===== config.mk =====
export PLATFORM = sky130hd
export DESIGN_NAME = addsub_sat_pipe
export DESIGN_NICKNAME = d
export VERILOG_FILES = /design/src/rtl/alu_pkg.sv /design/src/rtl/addsub_seg.sv /design/src/rtl/full_adder_1bit.sv /design/src/rtl/addsub_sat_pipe.sv
export SDC_FILE = /design/constraint.sdc
export NUM_CORES = 1
export LEC_CHECK = 0
export CAP_MARGIN = 10
export CORE_UTILIZATION = 40
export DETAILED_ROUTE_END_ITERATION = 16
export GPL_TIMING_DRIVEN = 0
export PLACE_DENSITY_LB_ADDON = 0.12
export SLEW_MARGIN = 20
export SYNTH_ARGS = -nofsm -noshare
export SYNTH_HDL_FRONTEND = slang
export SYNTH_SLANG_ARGS = --single-unit

===== constraint.sdc =====
create_clock -name clk -period 3.3 [get_ports clk]
set_input_delay 0.66 -clock clk [delete_from_list [all_inputs] [get_ports clk]]
set_output_delay 0.66 -clock clk [all_outputs]
set_load 0.05 [all_outputs]

===== src/rtl/alu_pkg.sv =====
// Shared types and constants for the pipelined saturating add/sub unit.
// Latency: n/a (types, constants and constant-folded helpers only).
// Backpressure: n/a.
package alu_pkg;

    // Widest operand any instance may use. Records are sized to this, and synthesis trims the unused upper bits.
    localparam int unsigned ALU_MAX_W = 64;

    typedef logic [ALU_MAX_W-1:0] alu_word_t;

    // One pipeline stage's worth of in-flight state.
    // a_hi/b_hi carry the operands so later stages can read their upper segments.
    // sum_lo gathers the result segments already resolved.
    // carry is the carry into the next segment to be resolved.
    typedef struct packed {
        logic      valid;
        logic      sub;
        alu_word_t a_hi;
        alu_word_t b_hi;
        alu_word_t sum_lo;
        logic      carry;
        logic      a_msb;
    } pipe_rec_t;

    // Most negative two's-complement value of width w (1 << (w-1)).
    function automatic alu_word_t sat_min(input int unsigned w);
        return alu_word_t'(1) << (w - 1);
    endfunction

    // Most positive two's-complement value of width w.
    function automatic alu_word_t sat_max(input int unsigned w);
        return sat_min(w) - alu_word_t'(1);
    endfunction

endpackage


===== src/rtl/addsub_seg.sv =====
// SEG-bit ripple add/sub slice: sum = a + (b ^ {SEG{sub}}) + cin.
// Latency: combinational.
// Backpressure: none. The enclosing pipeline registers its outputs.
module addsub_seg #(
    parameter int SEG = 4
) (
    input  logic [SEG-1:0] a,
    input  logic [SEG-1:0] b,
    input  logic           sub,
    input  logic           cin,
    output logic [SEG-1:0] sum,
    output logic           cout,
    output logic           c_msb_in
);

    logic [SEG:0]   c;
    logic [SEG-1:0] b_eff;

    // Subtraction is A + ~B + 1. The +1 arrives as the stage-0 carry-in.
    assign b_eff = b ^ {SEG{sub}};
    assign c[0]  = cin;

    for (genvar i = 0; i < SEG; i++) begin : g_fa
        full_adder_1bit u_fa (
            .a   (a[i]),
            .b   (b_eff[i]),
            .cin (c[i]),
            .sum (sum[i]),
            .cout(c[i+1])
        );
    end

    assign cout     = c[SEG];
    // The carry into the top bit feeds the signed-overflow check in the last segment.
    assign c_msb_in = c[SEG-1];

endmodule


===== src/rtl/full_adder_1bit.sv =====
// Single-bit full adder, the ripple cell used by each segment adder.
// Latency: combinational.
// Backpressure: none (pure function of inputs).
module full_adder_1bit (
    input  logic a,
    input  logic b,
    input  logic cin,
    output logic sum,
    output logic cout
);

    assign sum  = a ^ b ^ cin;
    assign cout = (a & b) | (cin & (a ^ b));

endmodule


===== src/rtl/addsub_sat_pipe.sv =====
// Pipelined saturating signed add/sub, resolving SEG bits per stage with a registered carry between stages.
// Latency: WIDTH/SEG cycles from accept to out_valid. Throughput is one op per cycle.
// Backpressure: out_valid & ~out_ready freezes every stage and drops in_ready. Nothing is lost or duplicated.
module addsub_sat_pipe
    import alu_pkg::*;
#(
    parameter int WIDTH  = 16,
    parameter int SEG    = 4,
    parameter bit SAT_EN = 1'b1
) (
    input  logic             clk,
    input  logic             rst_n,
    input  logic             in_valid,
    output logic             in_ready,
    input  logic [WIDTH-1:0] a,
    input  logic [WIDTH-1:0] b,
    input  logic             sub,
    output logic             out_valid,
    input  logic             out_ready,
    output logic [WIDTH-1:0] result,
    output logic             ovfl,
    output logic             neg,
    output logic             zero
);

    localparam int NSEG = WIDTH / SEG;
    // Register slots between stages. Kept at least one wide so the array is always legal.
    localparam int NREG = (NSEG > 1) ? NSEG - 1 : 1;

    localparam logic [WIDTH-1:0] MIN_V = WIDTH'(sat_min(WIDTH));
    localparam logic [WIDTH-1:0] MAX_V = WIDTH'(sat_max(WIDTH));

    if (SEG < 1) begin : g_bad_seg
        $error("addsub_sat_pipe: SEG must be >= 1");
    end
    else if ((WIDTH % SEG) != 0) begin : g_bad_split
        $error("addsub_sat_pipe: WIDTH must be a multiple of SEG");
    end
    if (WIDTH > ALU_MAX_W) begin : g_too_wide
        $error("addsub_sat_pipe: WIDTH exceeds ALU_MAX_W");
    end

    logic             stall;
    logic             en;
    pipe_rec_t        head;
    pipe_rec_t        cur     [NSEG];
    pipe_rec_t        nxt     [NSEG];
    pipe_rec_t        stage_q [NREG];
    logic [SEG-1:0]   seg_sum [NSEG];
    logic             seg_cout[NSEG];
    logic             seg_cmsb[NSEG];
    logic [WIDTH-1:0] raw_sum;
    logic [WIDTH-1:0] fin_res;
    logic             fin_v;

    // A single global enable: either everything advances or everything holds.
    assign stall    = out_valid & ~out_ready;
    assign en       = ~stall;
    assign in_ready = en;

    // Package the incoming operands as the stage-0 record. For subtraction the carry-in starts at 1.
    always_comb begin
        head        = '0;
        head.valid  = in_valid;
        head.sub    = sub;
        head.a_hi   = ALU_MAX_W'(a);
        head.b_hi   = ALU_MAX_W'(b);
        head.carry  = sub;
        head.a_msb  = a[WIDTH-1];
    end

    // Stage k works on the head record (k=0) or on what stage k-1 registered last cycle.
    always_comb begin
        cur[0] = head;
        for (int k = 1; k < NSEG; k++) begin
            cur[k] = stage_q[k-1];
        end
    end

    for (genvar k = 0; k < NSEG; k++) begin : g_seg
        addsub_seg #(.SEG(SEG)) u_seg (
            .a       (cur[k].a_hi[k*SEG +: SEG]),
            .b       (cur[k].b_hi[k*SEG +: SEG]),
            .sub     (cur[k].sub),
            .cin     (cur[k].carry),
            .sum     (seg_sum[k]),
            .cout    (seg_cout[k]),
            .c_msb_in(seg_cmsb[k])
        );
    end

    // Merge each stage's freshly resolved segment and carry-out into the record it hands forward.
    always_comb begin
        for (int k = 0; k < NSEG; k++) begin
            nxt[k]                        = cur[k];
            nxt[k].sum_lo[k*SEG +: SEG]   = seg_sum[k];
            nxt[k].carry                  = seg_cout[k];
        end
    end

    // Inter-stage registers. They advance only when the output is not back-pressured.
    always_ff @(posedge clk or negedge rst_n) begin
        if (!rst_n) begin
            for (int k = 0; k < NREG; k++) begin
                stage_q[k] <= '0;
            end
        end
        else if (en) begin
            for (int k = 0; k < NSEG - 1; k++) begin
                stage_q[k] <= nxt[k];
            end
        end
    end

    // Last stage: signed overflow from the carries around the MSB, then clamp toward A's sign.
    always_comb begin
        raw_sum = nxt[NSEG-1].sum_lo[WIDTH-1:0];
        fin_v   = seg_cmsb[NSEG-1] ^ seg_cout[NSEG-1];
        fin_res = raw_sum;
        if (SAT_EN && fin_v) begin
            fin_res = cur[NSEG-1].a_msb ? MIN_V : MAX_V;
        end
    end

    // Output register. Data only updates for real ops, so bubbles leave the last result visible.
    always_ff @(posedge clk or negedge rst_n) begin
        if (!rst_n) begin
            out_valid <= 1'b0;
            result    <= '0;
            ovfl      <= 1'b0;
            neg       <= 1'b0;
            zero      <= 1'b1;
        end
        else if (en) begin
            out_valid <= cur[NSEG-1].valid;
            if (cur[NSEG-1].valid) begin
                result <= fin_res;
                ovfl   <= fin_v;
                neg    <= fin_res[WIDTH-1];
                zero   <= (fin_res == '0);
            end
        end
    end

endmodule


### Yosys cells after proc, flatten, opt, wreduce, memory -nomap -nowiden

Cells that the tools add are included.

| storage, ports and cells | value |
|---|---|
| output and inout port bits | 21 |
| bits in registers | 152 |
| bits of input ports | 37 |
| logic and storage cells | 118 |

| operators by class | value |
|---|---|
| reduce and logical (&&, ||, !) cells | 2 |
| bitwise gates (word level) | 88 |
| mux-type cells | 2 |

Operators by type and width:

| operator | number |
|---|---|
| 1-bit AND | 33 |
| 1-bit bitwise XOR | 33 |
| 16-bit two-way mux | 2 |
| 16-bit logical NOT | 1 |
| 1-bit bitwise OR | 16 |
| 4-bit bitwise XOR | 4 |
| 1-bit NOT | 2 |
| 2-bit AND reduction | 1 |

### Longest topological paths before layout

Gate-level depths: netlist of run 1.

| logic depth | value |
|---|---|
| depth after elaboration | 13 |
| mapped depth | 12 |
| gate-level depth less buffers | 10 |

### Cells and area by module

From an unflattened synthesis of run 1, not the netlist that was laid out.

| second synthesis, totals | value |
|---|---|
| cell total of the unflattened synthesis | 466 |
| area, all modules | 4444.3 µm² |

Modules (own cells, without submodules):

| module | times used | area an instance (µm²) | sequential area each (µm²) | cells each |
|---|---|---|---|---|
| addsub_sat_pipe | 1 | 3983.8 | 2503.7 | 434 |
| full_adder_1bit | 16 | 20.0 | 0.0 | 1 |
| addsub_seg | 4 | 35.0 | 0.0 | 4 |

### Worst setup path before layout of run 1

Ideal clock, no wire load.

| timing | value |
|---|---|
| kind | reg-to-reg |
| start point | reg stage_q (netlist bit cur[194]) |
| end point | reg result[14] |
| stages on the path, launching flop included | 13 |
| library setup time | 0.132 ns |
| slack | 0.024 ns |
| buffers on the path | 2 |
| data required time | 3.168 ns |
| data arrival time | 3.144 ns |
| path through | dfrtp_1 clkbuf_1 xnor2_1 fa_1 inv_1 fa_1 inv_1 fa_1 fa_1 xnor2_1 buf_4 and2_4 o31ai_4 |

| between the ends | value |
|---|---|
| cells in the longest elaborated chain, start to end | 12 |
| elaborated cells between the ends (all ways) | 20 |
| classes of those cells | mux: 1; bitwise: 19 |

RTL lines:

| element | RTL line | text |
|---|---|---|
| start, declared | addsub_sat_pipe.sv:48 | `pipe_rec_t stage_q [NREG];` |
| start signal, assigned by index | addsub_sat_pipe.sv:110 | `stage_q[k] <= nxt[k];` |
| 4-bit bitwise XOR (*) | addsub_seg.sv:20 | `assign b_eff = b ^ {SEG{sub}};` |
| 1-bit bitwise XOR | full_adder_1bit.sv:13 | `assign cout = (a & b) \| (cin & (a ^ b));` |
| 1-bit AND | full_adder_1bit.sv:13 |  |
| 1-bit bitwise OR | full_adder_1bit.sv:13 |  |
| 1-bit AND | full_adder_1bit.sv:13 |  |
| 1-bit bitwise OR | full_adder_1bit.sv:13 |  |
| 1-bit AND | full_adder_1bit.sv:13 |  |
| 1-bit bitwise OR | full_adder_1bit.sv:13 |  |
| 1-bit AND | full_adder_1bit.sv:13 |  |
| 1-bit bitwise OR | full_adder_1bit.sv:13 |  |
| 1-bit bitwise XOR | addsub_sat_pipe.sv:118 | `fin_v = seg_cmsb[NSEG-1] ^ seg_cout[NSEG-1];` |
| 16-bit two-way mux (*) | addsub_sat_pipe.sv:120 | `if (SAT_EN && fin_v) begin` |
| end signal, assigned | addsub_sat_pipe.sv:137 | `result <= fin_res;` |
| end, declared | addsub_sat_pipe.sv:20 | `output logic [WIDTH-1:0] result,` |

Every way passes the cells marked *; elsewhere a longest branch is shown, timed or not.
A chain may end at the register's enable or synchronous reset.

### Final worst setup path of run 1

| timing | value |
|---|---|
| start point | in out_ready |
| end point | out in_ready |

| between the ends | value |
|---|---|
| cells in the longest elaborated chain, start to end | 3 |

RTL lines:

| element | RTL line | text |
|---|---|---|
| start, declared | addsub_sat_pipe.sv:19 | `input logic out_ready,` |
| 1-bit NOT | addsub_sat_pipe.sv:57 | `assign stall = out_valid & ~out_ready;` |
| 1-bit AND | addsub_sat_pipe.sv:57 |  |
| 1-bit NOT (no source line) | - |  |
| end, declared | addsub_sat_pipe.sv:14 | `output logic in_ready,` |

No other way between the ends.

==> results of run 1 <==
-- cell usage after synthesis (2+ instances only) --
cell,count,area [um2]
fa_1,16,320.3
o31ai_1,6,45.04
nor2_1,12,45.04
inv_1,18,67.56
o21ai_0,7,35.03
nand2_1,214,803.3
o21ai_1,13,65.06
nor4b_1,2,17.52
inv_2,2,7.510
clkbuf_1,10,37.54
xnor2_1,10,87.58
a21oi_1,14,70.07
dfrtp_1,99,2477
xor2_1,7,61.31
nand2_2,2,12.51
buf_2,15,75.07
mux2i_1,2,20.02
buf_4,3,22.52
a31oi_1,9,56.30
-- cell type report --
type	count	area, um2	area share
Inverter	20	75.07	0.01362
Clock buffer	11	151.4	0.02747
Multi-Input combinational cell	324	1778	0.3226
Timing Repair Buffer	57	589.3	0.1069
Clock inverter	5	107.6	0.01952
Buffer	27	131.4	0.02384
Tap cell	140	175.2	0.03178
Sequential cell	100	2504	0.4543
-- cells in the final DEF, fill, tap and decap left out, types with 2 or more instances in the layout --
master	netlist	layout
bufinv_16	0	3
nand2_1	214	214
mux2i_1	2	2
fa_2	0	2
buf_2	15	15
inv_1	18	18
buf_4	3	3
xnor2_1	10	9
xor2_1	7	7
clkdlybuf4s50_1	0	55
clkbuf_1	10	9
nor4b_1	2	2
fa_1	16	14
dfrtp_1	99	99
nand2_2	2	2
a21oi_1	14	14
o31ai_1	6	6
nor2_1	12	12
inv_2	2	2
clkbuf_8	0	11
o21ai_0	7	7
o21ai_1	13	13
clkinv_4	0	2
a31oi_1	9	9
-- path summary, 6_finish.rpt --
kind	depth (start not counted)	to	from	slack [ns]
max in group asynchronous	2	cur[202]	rst_n	2.51
hold reg to reg	2	cur[198]	cur[394]	0.47
hold / removal	1	result[11]	rst_n	0.15
setup / recovery	6	in_ready	out_ready	0.14
setup reg to reg	11	result[14]	cur[194]	0.15
min in group clk	2	cur[198]	cur[394]	0.47
-- stage by stage --
step | setup WS (ns) | area (um2) | std cells
finish | 0.1390 | 5512 | 684
global placement | -2.176 | 5192 | 668
floorplan | 0.02400 | 4457 | 472
CTS | 0.07245 | 5487 | 684
global route | -0.004479 | 5512 | 684
detailed placement | -0.1914 | 5221 | 669
-- cells by family after synthesis --
| kind of cell | Yosys count | synth area share |
|---|---|---|
| DFF | 100 | 0.5618 |
| muxes | 3 | 0.007019 |
| and+or+nand+nor | 236 | 0.2058 |
| xor gates and xnor gates | 18 | 0.03706 |
| AOI/OAI and AO/OA | 51 | 0.06934 |
| adders and majority gates | 16 | 0.07187 |
| buffers and inverters | 48 | 0.04716 |
-- worst max-delay path, cell delays in order --
cell and delay [ns]:
clkdlybuf4s50_1 0.45, nor2b_1 0.04, buf_2 0.15, inv_2 0.10, buf_2 0.24, clkdlybuf4s50_1 0.84
-- state kept, by name (all words and copies together) (netlist names) --
register / count
ovfl: 1
result: 16
zero: 1
out_valid: 1
cur: 81
-- what timing repair did --
item / 4_1_cts / 5_1_grt
endpoints found under the setup margin: 17 / 16
gates resized for setup: 2 / 3
hold buffers: 0 / 0
pin swaps: 1 / 1
-- power groups by stage --
stage,clock network [uW],logic [uW],registers (uW)
6_report,970,3290,2090
5_1_grt,1050,3690,2160
4_1_cts,997,3240,2100
3_5_place_dp,0,3200,2110
3_3_place_gp,0,3150,2100
2_1_floorplan,0,1960,2430
-- metal layers --
metal / GRT usage / up-vias
met3: 0.02240 / 9
met4: 0.08219 / 0
li1: - / 1597
met5: 0 / -
met2: 0.2843 / 52
met1: 0.2304 / 1468
==> results.ini, run 1 <==
[power]
p_per_area_mw_per_mm2=1151
ir_worst_vdd_mv=0.6993
p_comb_frac=0.518
p_clk_frac=0.153
total_power_uw=6346
power_switching_uw=2757
p_int_uw=3589
switching_share=0.4344
seq_power_share=0.329
p_leak_uw=0.002660

[clock_network]
clk_pin_slew_ns=0.09
cts-root-buf=clkbuf_8
cts_sinks=100
clock_latency_ns=0.36
htree_levels=3
postCtsSetupBuffers=0
cts_buffer_depth=2
cts_tree=yes
cts-buffers-inserted=9

[place]
hpwl_um=6634
place.gp.congestion=0.7558
port_buffers=56

[yosys]
ys_ff_latch=100
ys_seq_area_frac=0.5618
syn_area_mm2=0.004457
synth_fp_nets=525
avgSynthCellArea_um2=9.442
netlist_instances=472
ys_warn_count=0
synth_ff_type=dfrtp_1
synthArstFlopShare=1.000
ys_types=30
synth-edff-count=0

[setup_path]
crit_type=primary input to primary output
start_kind=primary input
path_max_fanout=10
required_ns=2.64
cp.arrival_ns=2.50
cp-end-kind=primary output

[die]
die_w_um=107.6
initial_core_util=0.4111
io_pins=58
core-area_mm2=0.01084
die_area_mm2=0.01157
std_cell_rows=38
die_y_um=107.6

[finish]
antenna_cells=0
finalNetCount=592
n_fill_cell=1062
final_util=0.5084
drive_gt1_frac=0.09007
area_delta_synth_final_pct=23.67

[grt]
grt_pass1_wl_um=15070
grt_max_degree=72
grt.overflow.total=0
antenna_found_initial=0
grt_pass1_vias=3032
grt_usage=0.1742

[detailed_routing]
drt_iter0_markers=82
dr.pass1.iters=4
via_per_inst=4.570
wl_met3_um=284
wl_um=9193
met1_length_um=4367
antenna_left=0
avgRoutedWirePerCell_um=13.44
drc=0
routed-via-count=3126
top_layer=met4
wl_met2_um=4370

[sta]
whs_ns=0.1528
skew_ns=0.007992
hold_viol=0
setup_viol=0
fin_crit_ns=3.161
fmax_mhz=316.4
rsz0062_at_grt=yes
maxSlewHeadroom=0.5699
tightest_slew_ns=0.6452
fin_crit_sh=0.9579
report.final.slew_viol_count=0
fin_tns_setup_ns=0

[outcome]
status=complete, no violations

[hold_path]
hold_class=primary input to asynchronous set/reset pin

[run]
maxCapViolations=0

Power figures use the tool's default switching activity.
==> run 2: changes to the inputs <==
CAP_MARGIN = unset   (was 10)
CORE_ASPECT_RATIO = 0.5   (was unset)
PLACE_DENSITY_LB_ADDON = 0.25   (was 0.12)
==> run 2 against run 1 <==
Net effect:
- core utilization rose by 2.2 points
- setup slack got worse by 0.00071 ns
- maximum frequency barely moved
- combinational power rose by 6%
- critical path type unchanged
==> results.ini, run 2 (synthesis results as in run 1) <==
[clock_network]
cts_sinks=100  ; unchanged
cts_buffer_depth=2  ; unchanged
clock_latency_ns=0.35  ; about the same
clk_pin_slew_ns=0.06  ; -0.03 ns
cts-buffers-inserted=9  ; unchanged
htree_levels=3  ; unchanged
cts-root-buf=clkbuf_16
cts_tree=yes
cts_hold_buffers=0  ; unchanged

[finish]
area_delta_synth_final_pct=25.01
final_common_cell=nand2_1
antenna_cells=0  ; unchanged
finalNetCount=594  ; +0.34%
drive_gt1_frac=0.09158  ; +0.001502
final_cell_mix=nand2_1 (214), dfrtp_1 (99), clkdlybuf4s50_1 (55)
largest_reg_flops=81  ; unchanged
final_util=0.5302  ; +0.02182

[setup_path]
start_kind=primary input
crit_type=primary input to primary output
cp-end-kind=primary output
reg2reg_slack_ns=0.22  ; +0.07 ns
worst_setup_path_startpoint=out_ready
r2r-end=result[13]
required_ns=2.64  ; about the same
crit_end=in_ready
cp.arrival_ns=2.50  ; about the same
path_max_fanout=10  ; unchanged
reg2reg_from=cur[194]
reg2regPathDepth=10  ; -1

[sta]
fmax_mhz=316.3  ; about the same
maxSlewHeadroom=0.5720  ; +0.002159
tightest_slew_ns=0.6420  ; -0.003238 ns
hold_viol=0  ; unchanged
skew_ns=0.007183  ; -0.0008098 ns
fin_crit_sh=0.9581  ; about the same
setup_viol=0  ; unchanged
report.final.slew_viol_count=0  ; unchanged
rsz0062_at_grt=no
fin_crit_ns=3.162  ; +0.0007070 ns

[power]
p_per_area_mw_per_mm2=1194  ; +3.7%
p_leak_uw=0.002688  ; +1.1%
ir_worst_vdd_mv=0.4618  ; -34%
total_power_uw=6652  ; +4.8%

[die]
initial_core_util=0.4241  ; +0.01302
core-area_mm2=0.01051  ; -3.1%
io_pins=58  ; unchanged
std_cell_rows=26  ; -32%
die_w_um=151.3  ; +41%
die_area_mm2=0.01159  ; +0.22%
die_y_um=76.64  ; -29%

[detailed_routing]
drc=0  ; unchanged
routed-via-count=3198  ; +2.3%
dr.pass1.iters=4  ; unchanged
antenna_left=0  ; unchanged
wl_um=9657  ; +5.0%
avgRoutedWirePerCell_um=14.08  ; +4.7%
via_per_inst=4.662  ; +2.0%
drt_iter0_markers=162  ; +98%

[hold_path]
hold_class=primary input to asynchronous set/reset pin

[place]
place.gp.congestion=0.8509  ; +13%
port_buffers=56  ; unchanged
hpwl_um=6873  ; +3.6%

[grt]
grt.overflow.total=0  ; unchanged
antenna_found_initial=0  ; unchanged
grt_usage=0.1847  ; +0.01055
grt_pass1_wl_um=16060  ; +6.5%
grt_max_degree=74  ; +2.8%
grt_pass1_vias=3141  ; +3.6%

[run]
maxCapViolations=0  ; unchanged

[outcome]
status=complete, no violations

==> run 2: cell count changes in the layout (fill, tap and decap cells not counted) <==
cell | before | now
clkinvlp_4 | 0 | 1
clkinv_4 | 2 | 0
bufinv_16 | 3 | 1
clkbuf_1 | 9 | 10
clkinv_2 | 0 | 2
buf_4 | 3 | 5
clkbuf_16 | 0 | 9
clkbuf_8 | 11 | 2
==> run 2: routing by layer <==
layer	track usage	part of all wire	vias up
met5	0	0	-
met4	0.04800	0.011	0
met3	0.05449	0.044	8
met2	0.2575	0.43	49
met1	0.2770	0.52	1538
li1	-	-	1603
==> run 2: what timing repair did <==
action	in CTS	in global routing
endpoints found under the setup margin	17	16
pin swaps	1	1
gates cloned	0	0
gates resized for setup	2	3
buffers inserted	0	2
==> run 2: where the power goes <==
group | leakage [uW] | total, uW | internal, uW | switching, uW
combinational | 0.00135 | 3480 | 1340 | 2140
clock | 0.000149 | 1070 | 627 | 448
sequential | 0.00119 | 2100 | 1780 | 324
total | 0.00269 | 6650 | 3740 | 2910
==> run 2: critical path: stages <==
cell and delay (ns):
clkdlybuf4s50_1 0.45, nor2b_1 0.04, buf_2 0.15, inv_2 0.10
buf_2 0.25, clkdlybuf4s50_1 0.84
==> run 2: layout make-up <==
cell class	count	area, um2
multi-input combinational	324	1778
inverter	20	75.07
tap	140	175.2
timing repair buffer	59	604.3
clock buffer	12	256.5
sequential	100	2504
buffer	27	131.4
fill	988	4936
clock inverter	4	47.55
==> run 2: worst min path at each step <==
| stage | cells past startpoint | slack (ns) | from | end |
|---|---|---|---|---|
| floorplan | 0 | 0.36 | rst_n | cur[0] |
| global placement | 2 | 0.45 | cur[198] | cur[198] |
| detailed placement | 2 | 0.45 | cur[533] | cur[337] |
| CTS | 1 | 0.18 | rst_n | cur[393] |
| global route | 1 | 0.19 | rst_n | cur[470] |
| finish | 1 | 0.18 | rst_n | cur[470] |
==> run 2: through the flow <==
stage / instance area (um2) / setup TNS, ns / cells / setup WS, ns / hold WS, ns
floorplan: 4457 / 0 / 472 / 0.02400 / 0.3644
global placement: 5192 / -219.58 / 668 / -2.192 / 0.4494
detailed placement: 5221 / -2.855 / 669 / -0.2252 / 0.4540
CTS: 5532 / 0 / 684 / 0.05169 / 0.1809
global route: 5572 / 0 / 686 / 0.02567 / 0.1897
finish: 5572 / 0 / 686 / 0.1383 / 0.1752
